**config.mk**
```make
export PLATFORM = sky130hd
export DESIGN_NAME = ahb_mem_slave
export DESIGN_NICKNAME = d
export VERILOG_FILES = /design/src/rtl/ahb_pkg.sv /design/src/rtl/ahb_mem_array.sv /design/src/rtl/ahb_mem_slave.sv
export SDC_FILE = /design/constraint.sdc
export NUM_CORES = 1
export LEC_CHECK = 0
export CORE_UTILIZATION = 45
export CTS_CLUSTER_SIZE = 28
export DETAILED_ROUTE_END_ITERATION = 12
export SLEW_MARGIN = 30
export SYNTH_ARGS = -nofsm -noshare
export SYNTH_HDL_FRONTEND = slang
export SYNTH_SLANG_ARGS = --single-unit
```
**constraint.sdc**
```tcl
create_clock -name hclk -period 6.15 [get_ports hclk]
set_input_delay 0.9225 -clock hclk [delete_from_list [all_inputs] [get_ports hclk]]
set_output_delay 0.9225 -clock hclk [all_outputs]
set_load 0.1 [all_outputs]
```
**src/rtl/ahb_pkg.sv**
```systemverilog
// Shared AHB-Lite encodings plus the small decode helpers used by the memory slave.
package ahb_pkg;

    typedef enum logic [1:0] {
        HTRANS_IDLE   = 2'd0,
        HTRANS_BUSY   = 2'd1,
        HTRANS_NONSEQ = 2'd2,
        HTRANS_SEQ    = 2'd3
    } htrans_t;

    typedef enum logic [2:0] {
        HSIZE_BYTE  = 3'd0,
        HSIZE_HALF  = 3'd1,
        HSIZE_WORD  = 3'd2,
        HSIZE_DWORD = 3'd3
    } hsize_t;

    typedef enum logic [1:0] {
        HRESP_OKAY  = 2'd0,
        HRESP_ERROR = 2'd1
    } hresp_t;

    typedef enum logic [1:0] {
        ST_IDLE = 2'd0,
        ST_WAIT = 2'd1,
        ST_ERR1 = 2'd2,
        ST_ERR2 = 2'd3
    } mem_state_t;

    // Little-endian lane mask for a transfer of 2**size bytes starting at lane offset.
    function automatic logic [7:0] byte_enables(input logic [2:0] size, input logic [2:0] offset);
        logic [7:0] base;
        case (size)
            HSIZE_BYTE:  base = 8'h01;
            HSIZE_HALF:  base = 8'h03;
            HSIZE_WORD:  base = 8'h0F;
            HSIZE_DWORD: base = 8'hFF;
            default:     base = 8'h00;
        endcase
        return base << offset;
    endfunction

    function automatic logic misaligned(input logic [2:0] size, input logic [2:0] addr_lo);
        logic mis;
        case (size)
            HSIZE_BYTE:  mis = 1'b0;
            HSIZE_HALF:  mis = addr_lo[0];
            HSIZE_WORD:  mis = |addr_lo[1:0];
            HSIZE_DWORD: mis = |addr_lo;
            default:     mis = 1'b0;
        endcase
        return mis;
    endfunction

endpackage

```
**src/rtl/ahb_mem_array.sv**
```systemverilog
// DEPTH x dataWidth storage: one byte-enabled write port and one registered read port, no reset.
module ahb_mem_array #(
    parameter int unsigned dataWidth = 32,
    parameter int unsigned DEPTH     = 32,
    localparam int unsigned NB       = dataWidth / 8,
    localparam int unsigned IDX_W    = $clog2(DEPTH)
) (
    input  logic                 clk,
    input  logic                 we,
    input  logic [IDX_W-1:0]     waddr,
    input  logic [NB-1:0]        wbe,
    input  logic [dataWidth-1:0] wdata,
    input  logic                 re,
    input  logic [IDX_W-1:0]     raddr,
    output logic [dataWidth-1:0] rdata
);

    logic [dataWidth-1:0] mem_q [DEPTH];
    logic [dataWidth-1:0] rdata_q;

    // Byte-lane write; lanes with a cleared enable keep their contents.
    always_ff @(posedge clk) begin
        if (we) begin
            for (int b = 0; b < int'(NB); b++) begin
                if (wbe[b]) begin
                    mem_q[waddr][8*b +: 8] <= wdata[8*b +: 8];
                end
            end
        end
    end

    // Read register holds its value when no read is requested.
    always_ff @(posedge clk) begin
        if (re) begin
            rdata_q <= mem_q[raddr];
        end
    end

    assign rdata = rdata_q;

endmodule

```
**src/rtl/ahb_mem_slave.sv**
```systemverilog
// AHB-Lite memory slave: address-phase latch, legality check, wait/error FSM and
// write-to-read forwarding in front of ahb_mem_array.
module ahb_mem_slave
    import ahb_pkg::*;
#(
    parameter int unsigned addrWidth   = 8,
    parameter int unsigned dataWidth   = 32,
    parameter int unsigned DEPTH       = 32,
    parameter int unsigned WAIT_STATES = 0
) (
    input  logic                 hclk,
    input  logic                 hreset,
    input  logic                 hselx,
    input  logic                 hready_in,
    input  logic [addrWidth-1:0] haddr,
    input  logic                 hwrite,
    input  logic [1:0]           htrans,
    input  logic [2:0]           hsize,
    input  logic [2:0]           hburst,
    input  logic [dataWidth-1:0] hwdata,
    output logic                 hready,
    output logic [1:0]           hresp,
    output logic [dataWidth-1:0] hrdata
);

    localparam int unsigned NB        = dataWidth / 8;
    localparam int unsigned OFFS_W    = $clog2(NB);
    localparam int unsigned IDX_W     = $clog2(DEPTH);
    localparam int unsigned MEM_BYTES = DEPTH * NB;

    mem_state_t           state_q, state_d;
    logic [3:0]           cnt_q, cnt_d;
    logic                 hready_q, hready_d;
    hresp_t               hresp_q, hresp_d;
    logic                 dp_valid_q, dp_valid_d;
    logic                 dp_write_q, dp_write_d;
    logic [IDX_W-1:0]     dp_idx_q, dp_idx_d;
    logic [NB-1:0]        dp_be_q, dp_be_d;
    logic [NB-1:0]        fwd_be_q, fwd_be_d;
    logic [dataWidth-1:0] fwd_data_q, fwd_data_d;

    logic                 accept_s, legal_s, commit_s, phase_done_s;
    logic                 rd_now_s, rd_wait_s, re_s;
    logic [IDX_W-1:0]     idx_s, raddr_s;
    logic [NB-1:0]        be_s;
    logic [dataWidth-1:0] arr_rdata_s, hrdata_s;
    logic                 unused_hburst_s;

    assign unused_hburst_s = ^hburst;

    assign accept_s = hselx && hready_in && hready_q &&
                      (htrans == HTRANS_NONSEQ || htrans == HTRANS_SEQ);
    // Upper address bits above the word index take part in the range check.
    assign legal_s  = (32'(haddr) < MEM_BYTES) &&
                      !misaligned(hsize, haddr[2:0]) &&
                      (32'(hsize) <= OFFS_W);
    assign idx_s    = haddr[OFFS_W +: IDX_W];
    assign be_s     = NB'(byte_enables(hsize, 3'(haddr[OFFS_W-1:0])));
    assign commit_s = dp_valid_q && dp_write_q && hready_q;

    // Zero-wait reads sample the array at accept; waited reads on the last stall edge.
    assign rd_now_s  = accept_s && legal_s && !hwrite && (WAIT_STATES == 32'd0);
    assign rd_wait_s = (state_q == ST_WAIT) && (cnt_q == 4'd1) && dp_valid_q && !dp_write_q;
    assign re_s      = rd_now_s || rd_wait_s;
    assign raddr_s   = rd_now_s ? idx_s : dp_idx_q;

    ahb_mem_array #(
        .dataWidth (dataWidth),
        .DEPTH     (DEPTH)
    ) u_array (
        .clk   (hclk),
        .we    (commit_s),
        .waddr (dp_idx_q),
        .wbe   (dp_be_q),
        .wdata (hwdata),
        .re    (re_s),
        .raddr (raddr_s),
        .rdata (arr_rdata_s)
    );

    // Data-phase FSM: wait countdown, two-cycle error, and next-transfer capture.
    always_comb begin
        state_d      = state_q;
        cnt_d        = cnt_q;
        hready_d     = 1'b1;
        hresp_d      = HRESP_OKAY;
        dp_valid_d   = dp_valid_q;
        dp_write_d   = dp_write_q;
        dp_idx_d     = dp_idx_q;
        dp_be_d      = dp_be_q;
        phase_done_s = 1'b0;
        case (state_q)
            ST_IDLE, ST_ERR2: phase_done_s = 1'b1;
            ST_WAIT: begin
                if (cnt_q > 4'd1) begin
                    cnt_d    = cnt_q - 4'd1;
                    hready_d = 1'b0;
                end else if (cnt_q == 4'd1) begin
                    cnt_d = 4'd0;
                end else begin
                    phase_done_s = 1'b1;
                end
            end
            ST_ERR1: begin
                state_d = ST_ERR2;
                hresp_d = HRESP_ERROR;
            end
            default: state_d = ST_IDLE;
        endcase
        if (phase_done_s) begin
            if (accept_s) begin
                dp_write_d = hwrite;
                dp_idx_d   = idx_s;
                dp_be_d    = be_s;
                if (legal_s) begin
                    dp_valid_d = 1'b1;
                    if (WAIT_STATES == 32'd0) begin
                        state_d = ST_IDLE;
                    end else begin
                        state_d  = ST_WAIT;
                        cnt_d    = 4'(WAIT_STATES);
                        hready_d = 1'b0;
                    end
                end else begin
                    dp_valid_d = 1'b0;
                    state_d    = ST_ERR1;
                    hready_d   = 1'b0;
                    hresp_d    = HRESP_ERROR;
                end
            end else begin
                dp_valid_d = 1'b0;
                state_d    = ST_IDLE;
            end
        end else begin
            dp_valid_d = dp_valid_q;
        end
    end

    // Forwarding lanes: a read accepted while the previous write commits takes those lanes from hwdata.
    always_comb begin
        fwd_be_d   = fwd_be_q;
        fwd_data_d = fwd_data_q;
        if (re_s) begin
            fwd_data_d = hwdata;
            fwd_be_d   = (rd_now_s && commit_s && (dp_idx_q == idx_s)) ? dp_be_q : '0;
        end else begin
            fwd_be_d = fwd_be_q;
        end
    end

    // Registered state; reset selects all-forwarded zero data so hrdata reads 0.
    always_ff @(posedge hclk) begin
        if (hreset) begin
            state_q    <= ST_IDLE;
            cnt_q      <= 4'd0;
            hready_q   <= 1'b1;
            hresp_q    <= HRESP_OKAY;
            dp_valid_q <= 1'b0;
            dp_write_q <= 1'b0;
            dp_idx_q   <= '0;
            dp_be_q    <= '0;
            fwd_be_q   <= '1;
            fwd_data_q <= '0;
        end else begin
            state_q    <= state_d;
            cnt_q      <= cnt_d;
            hready_q   <= hready_d;
            hresp_q    <= hresp_d;
            dp_valid_q <= dp_valid_d;
            dp_write_q <= dp_write_d;
            dp_idx_q   <= dp_idx_d;
            dp_be_q    <= dp_be_d;
            fwd_be_q   <= fwd_be_d;
            fwd_data_q <= fwd_data_d;
        end
    end

    // Per-lane select between forwarded write data and the array read register.
    always_comb begin
        hrdata_s = '0;
        for (int b = 0; b < int'(NB); b++) begin
            hrdata_s[8*b +: 8] = fwd_be_q[b] ? fwd_data_q[8*b +: 8] : arr_rdata_s[8*b +: 8];
        end
    end

    assign hready = hready_q;
    assign hresp  = hresp_q;
    assign hrdata = hrdata_s;

endmodule
```
==> flow_metrics.tcl, run 1 <==
set metrics [dict create \
    path_depth 8 \
    syn_avg_cell_area_um2 15.1 \
    data_arrival_at_the_endpoint_of_the_critical_path_ps 5060 \
    synth.lib_cells_used.distinct 45 \
    seq_area_frac_synth 0.723 \
    regArea_um2 32800 \
    crit_buf_inv 2 \
    std_cell_rows 116 \
    max_slew_headroom 0.296 \
    start_kind "input port" \
    synthesis.yosys.warnings 0 \
    period_minus_slack_ps 4540 \
    clkPwrFrac 0.440 \
    power_per_cell_area_nw_per_um2 309 \
    internal_power_contribution_mw 12.6 \
    clkLatencyLatePin_ps 690 \
    totalPowerFinal_mw 15.9 \
    finalHoldViolCount 0 \
    cp_top_family "compound AO/OA/AOI/OAI gates" \
    setup_tns_ps 0 \
    postLayoutSetupSlackWorst_ps 1610 \
    grt_start_max_net_pins 166 \
    max_freq_mhz 220 \
    drc 0 \
    wl_met1_um 51700 \
    wl_um 123000 \
    share_comb_of_total_power 0.038 \
    first_iter_violations 3065 \
    critical_path_rt_ps 6670 \
    cpPeakStageDelay_ps 740 \
    rd_place_congestion 0.828 \
    grt_pass1_wl_um 180000 \
    detailedPlace.worstSlack_ps 1060 \
    highest-signal-layer "met5" \
    core-area_um2 100000 \
    timing.hold.worst.start "fwd_data_q[15]" \
    critPathSlowestCell "a21o_4" \
    wl_met3_um 10300 \
    io_pins 88 \
    areaGrowthSynthToFinish_pct 13.1 \
    die_width_um 319 \
    clock-skew-final_ps 20.1 \
    nFillCells 8153 \
    final-setup-viol-count 0 \
    kind_of_critical_path "input port to flop" \
    grt_use_total 0.238 \
    detail_route.wl_per_cell_um 28.0 \
    hold-path-cell-count 2 \
    max-clock-path-buffers 3 \
    synth.net_count 3062 \
    hp-class "flop to flop" \
    max_cap_viol_count 0 \
    switching_share 0.208 \
    drt_pre_antenna_iters 6 \
    switchingPower_mw 3.30 \
    mostFrequentLayoutCells "1056 x edfxtp_1, 515 x nor2b_1, 512 x a221oi_1" \
    p_leak_nw 15.6 \
    met2_wirelength_um 57600 \
    async_reset_ff_frac 0 \
    crit_path_max_fanout 65 \
    hpwlAfterDp_um 71000 \
    synth_enable_flop_cells 1056 \
    drt-vias-per-instance 6.26 \
    reg2reg_to "u_array.rdata[24]" \
    vdd.ir_drop.worst_mv 0.232 \
    vias 27500 \
    ant_nets 0 \
    postSynth.topFlopCell "edfxtp_1" \
    cts-buffers-inserted 110 \
    unrepaired_setup_endpoints_after_global_routing "false" \
    synth_cells 3005 \
    vertical_extent_of_the_die_um 319 \
    seq_power_share 0.522 \
    hold-path-endpoint "fwd_data_q[15]" \
    first_global_vias 26800 \
    cts.sink_count 1111 \
    reg2reg_depth 7 \
    post-cts-setup-buffers 0 \
    place.port_buffers 82 \
    root_buffer "clkbuf_16" \
    worst_setup_path_end_kind "flop" \
    post_route_cells_drive_above_1_share 0.108 \
    resized_cells_post_cts 0 \
    nNetsFinal 3061 \
    synth.cell_area_um2 45400 \
    r2r_slack_ps 2060 \
    synth-seq-cells 1111 \
    final_common_cell "edfxtp_1" \
    clock_tree_from_tritoncts "built" \
    worst_slew_pin_slew_ps 1050 \
    multi_input_comb_area_um2 11500 \
    initial_utilization 0.454 \
    grt-ovfl-total 0 \
    min_period_over_period 0.739 \
    clkSlewWorstSetupHoldPaths_ps 60 \
    critical_path.cell_chain "clkdlybuf4s50_1 > or3_1 > a211o_1 > a21o_4 > buf_4 > a221oi_1 > o41ai_1 > o2111a_1" \
    r2r-start "hready" \
    floorplan.die_area_um2 102000 \
    htree_levels 3 \
    initial_antenna_violation_count 6 \
    report.final.slew_viol_count 0 \
    cts_hold_repair.buffers 0 \
    outcome "completed" \
]
[per-layer routing]
metal,GRT usage,up-vias
met2,0.377,1127
met4,0.0766,4
met5,0,-
met1,0.329,14100
li1,-,12100
met3,0.0515,207
[stage by stage]
stage / hold slack (ps) / instances / util / cell area, µm²
final: 449 / 4399 / 0.513 / 51300
after global routing: 460 / 4396 / 0.513 / 51300
after CTS: 451 / 4396 / 0.513 / 51300
after detailed placement: 441 / 4190 / 0.475 / 47500
after global placement: 435 / 4189 / 0.475 / 47500
after floorplan: 428 / 3005 / - / 45400
[synth_stat cells (all sizes together) (2+ instances only)]
cell | count | area (µm²)
a221oi | 512 | 4480
nor2b | 515 | 3220
nand3b | 2 | 15.0
a211o | 2 | 17.5
inv | 10 | 37.5
o21ai | 8 | 40.0
or4 | 2 | 15.0
nand2b | 4 | 25.0
o41ai | 96 | 841
edfxtp | 1056 | 31700
mux2i | 12 | 120
nor2 | 159 | 597
mux2 | 33 | 372
nor3 | 11 | 55.1
o2111a | 32 | 360
nand4 | 2 | 12.5
xor2 | 2 | 17.5
a211oi | 2 | 32.5
a21o | 3 | 22.5
nand4b | 2 | 17.5
xnor2 | 3 | 26.3
a21oi | 46 | 230
nor4 | 33 | 206
dfxtp | 55 | 1100
or3 | 2 | 12.5
nand2 | 109 | 412
buf | 130 | 681
clkbuf | 147 | 552
a31oi | 2 | 12.5
ha | 4 | 50.1
[worst reg2reg max path, cell delays in order (launching register included)]
cell and delay, ps:
dfxtp_1 330, nand4_1 350, a211o_1 610, a21o_4 740, buf_4 660, a221oi_1 210, o41ai_1 680, o2111a_1 350
[flip-flops by register name, indices dropped and copies added (netlist names)]
register	cells
u_array.mem_q	1024
hready	1
hresp	1
dp_valid_q	1
dp_idx_q	5
fwd_data_q	32
dp_write_q	1
dp_be_q	4
cnt_q	4
fwd_be_q	4
u_array.rdata	32
state_q	2
[kinds of logic after synthesis]
family / after synthesis / synth area share
other cells: 1 / 0.0000827
fa+ha+maj: 4 / 0.00110
simple gates: 846 / 0.102
flops: 1111 / 0.723
compound gates: 706 / 0.134
xor+xnor: 5 / 0.000966
buf+inv: 287 / 0.0280
mux: 45 / 0.0108
[power by group through the flow]
| stage | logic, mW | registers, mW | clock network [mW] |
|---|---|---|---|
| after floorplan | 0.286 | 8.45 | 0 |
| after global placement | 0.584 | 8.45 | 0 |
| after detailed placement | 0.600 | 8.45 | 0 |
| after CTS | 0.602 | 8.29 | 7.06 |
| after global routing | 0.640 | 8.29 | 7.35 |
| final | 0.605 | 8.29 | 6.99 |
[layout make-up]
cell class              instances  area share
diodes                          3    0.000146
clock buffers                 137      0.0580
clock inverters                69      0.0155
inverters                      10    0.000731
multi-input cells            1607       0.223
flip-flops and latches       1111       0.639
well taps                    1298      0.0316
repair buffers                164      0.0311
[how the worst max path moves through the flow]
stage | to | startpoint
global route | u_array.rdata[28] | haddr[1]
CTS | u_array.rdata[27] | haddr[1]
finish | u_array.rdata[24] | haddr[1]
floorplan | u_array.rdata[0] | hready
detailed placement | u_array.rdata[27] | haddr[1]
global placement | u_array.rdata[27] | haddr[1]
No activity file was read; power rests on OpenSTA's default activity.
==> inputs of run 2 (changes only) <==
Clock period 6.15 ns to 4.5 ns, I/O delays scaled along.
==> run 2 against run 1 <==
  * Final area up 1.3%
  * Via count up 1.4%
  * Combinational power up 47%
  * Sequential cell count unchanged
  * Routed wire length about the same
  * Register-to-register slack worse by 1100 ps
  * Die area unchanged
  * Critical path type unchanged
  * Sequential power up 36%
  * Utilization up 0.68 points
==> flow_metrics.tcl, run 2 (synthesized netlist as in run 1, its figures left out) <==
set metrics [dict create \
    max_cap_viol_count 0 \
    kind_of_critical_path "input port to flop" \
    switching_share 0.211 \
    outcome "completed" \
    non_filler_cells_in_the_finished_layout 4502 \
    grt_start_max_net_pins 110 \
    hpwlAfterDp_um 75100 \
    cts_hold_repair.buffers 0 \
    grt-ovfl-total 0 \
    std_cell_rows 116 \
    worst_setup_path_end_kind "flop" \
    areaGrowthSynthToFinish_pct 14.6 \
    switchingPower_mw 4.45 \
    nNetsFinal 3163 \
    largest_reg_flops 1024 \
    place.port_buffers 82 \
    die_width_um 319 \
    ant_nets 0 \
    hp-class "flop to flop" \
    rd_place_congestion 0.846 \
    max_freq_mhz 253 \
    period_minus_slack_ps 3950 \
    crit_path_max_fanout 33 \
    htree_levels 3 \
    seq_power_share 0.539 \
    grt_use_total 0.238 \
    cts.sink_count 1111 \
    postLayoutSetupSlackWorst_ps 553 \
    detailedPlace.worstSlack_ps -101 \
    timing.hold.worst.start "fwd_data_q[19]" \
    grt_pass1_wl_um 181000 \
    start_kind "input port" \
    vertical_extent_of_the_die_um 319 \
    clkPwrFrac 0.419 \
    wl_um 123000 \
    detail_route.wl_per_cell_um 27.4 \
    drt_pre_antenna_iters 8 \
    drt-vias-per-instance 6.20 \
    first_global_vias 27100 \
    vdd.ir_drop.worst_mv 0.307 \
    r2r-start "hready" \
    drc 0 \
    power_per_cell_area_nw_per_um2 405 \
    core-area_um2 100000 \
    vias 27900 \
    mostFrequentLayoutCells "1056 x edfxtp_1, 515 x nor2b_1, 512 x a221oi_1" \
    share_comb_of_total_power 0.042 \
    first_iter_violations 3328 \
    cts-buffers-inserted 108 \
    critical_path_rt_ps 5040 \
    io_pins 88 \
    p_leak_nw 16.0 \
    root_buffer "clkbuf_16" \
    floorplan.die_area_um2 102000 \
    report.final.slew_viol_count 0 \
    initial_utilization 0.454 \
    dpl.cell_count 4294 \
    worst_slew_pin_slew_ps 1030 \
    data_arrival_at_the_endpoint_of_the_critical_path_ps 4490 \
    finalHoldViolCount 0 \
    clock_tree_from_tritoncts "built" \
    max_slew_headroom 0.312 \
    unrepaired_setup_endpoints_after_global_routing "false" \
    post_route_cells_drive_above_1_share 0.130 \
    reg2reg_depth 12 \
    reg2reg_to "u_array.rdata[4]" \
    post-cts-setup-buffers 0 \
    resized_cells_post_cts 0 \
    hold-path-cell-count 2 \
    top_register "u_array.mem_q" \
    clkSlewWorstSetupHoldPaths_ps 60 \
    min_period_over_period 0.877 \
    max-clock-path-buffers 3 \
    final_common_cell "edfxtp_1" \
    internal_power_contribution_mw 16.6 \
    r2r_slack_ps 990 \
    hold-path-endpoint "fwd_data_q[19]" \
    final-setup-viol-count 0 \
    clkLatencyLatePin_ps 680 \
    clock-skew-final_ps 21.1 \
    final_core_util 0.520 \
    initial_antenna_violation_count 10 \
]
==> run 2: cell count changes in the layout (fill, tap and decap cells not counted), moves of 3 or more <==
cell        previous run  this run
bufinv_16             17         8
buf_12                16        37
buf_4                 65       148
clkbuf_8               8         1
clkinv_2              23        20
clkbuf_1              17        31
clkinv_1              16        25
clkinvlp_4             8         3
==> run 2: metrics by stage <==
stage | setup TNS, ps | area (µm²) | hold slack (ps) | power [mW]
after floorplan | 0 | 45400 | 428 | 11.9
after global placement | -101 | 48500 | 435 | 12.4
after detailed placement | -205 | 48500 | 440 | 12.4
after CTS | 0 | 52000 | 448 | 21.1
after global routing | 0 | 52000 | 468 | 21.6
final | 0 | 52000 | 445 | 21.0
==> run 2: power groups by stage <==
stage	Combinational (mW)	Clock [mW]	Sequential, mW
2_1_floorplan	0.391	0	11.6
4_1_cts	0.890	8.93	11.3
6_report	0.890	8.82	11.3
5_1_grt	0.940	9.31	11.3
3_5_place_dp	0.884	0	11.6
3_3_place_gp	0.865	0	11.6
==> run 2: worst max path at each step <==
| stage | from | endpoint | slack, ps | cells past startpoint |
|---|---|---|---|---|
| after global routing | haddr[1] | u_array.rdata[11] | 410 | 10 |
| after global placement | haddr[0] | u_array.rdata[4] | -70 | 12 |
| after detailed placement | haddr[1] | u_array.rdata[4] | -100 | 12 |
| after floorplan | hready | u_array.rdata[0] | 700 | 5 |
| after CTS | haddr[1] | u_array.rdata[4] | 590 | 12 |
| final | haddr[1] | u_array.rdata[15] | 550 | 10 |
==> run 2: worst max-delay path: stages <==
cell and delay (ps):
clkdlybuf4s50_1 580, or3_1 290, a211o_1 640, a21o_4 280
buf_12 220, buf_4 380, a221oi_1 180, nor4_1 810
buf_4 240, o2111a_1 180
==> run 2: layout make-up <==
type                    count  area (µm²)
inverters                  10        37.5
flip-flops and latches   1111       32800
repair buffers            268        2630
diodes                      3        7.51
fillers                  8002       48000
clock inverters            62         524
clock buffers             143        2910
well taps                1298        1620
multi-input cells        1607       11400
==> run 2: per-layer routing <==
layer,part of all wire,up-vias,GRT usage,wire (µm)
met1,0.42,14200,0.331,51900
met5,0.00062,-,0,77
met4,0.024,14,0.0637,2900
li1,-,12300,-,-
met2,0.46,1236,0.372,57100
met3,0.091,183,0.0591,11200
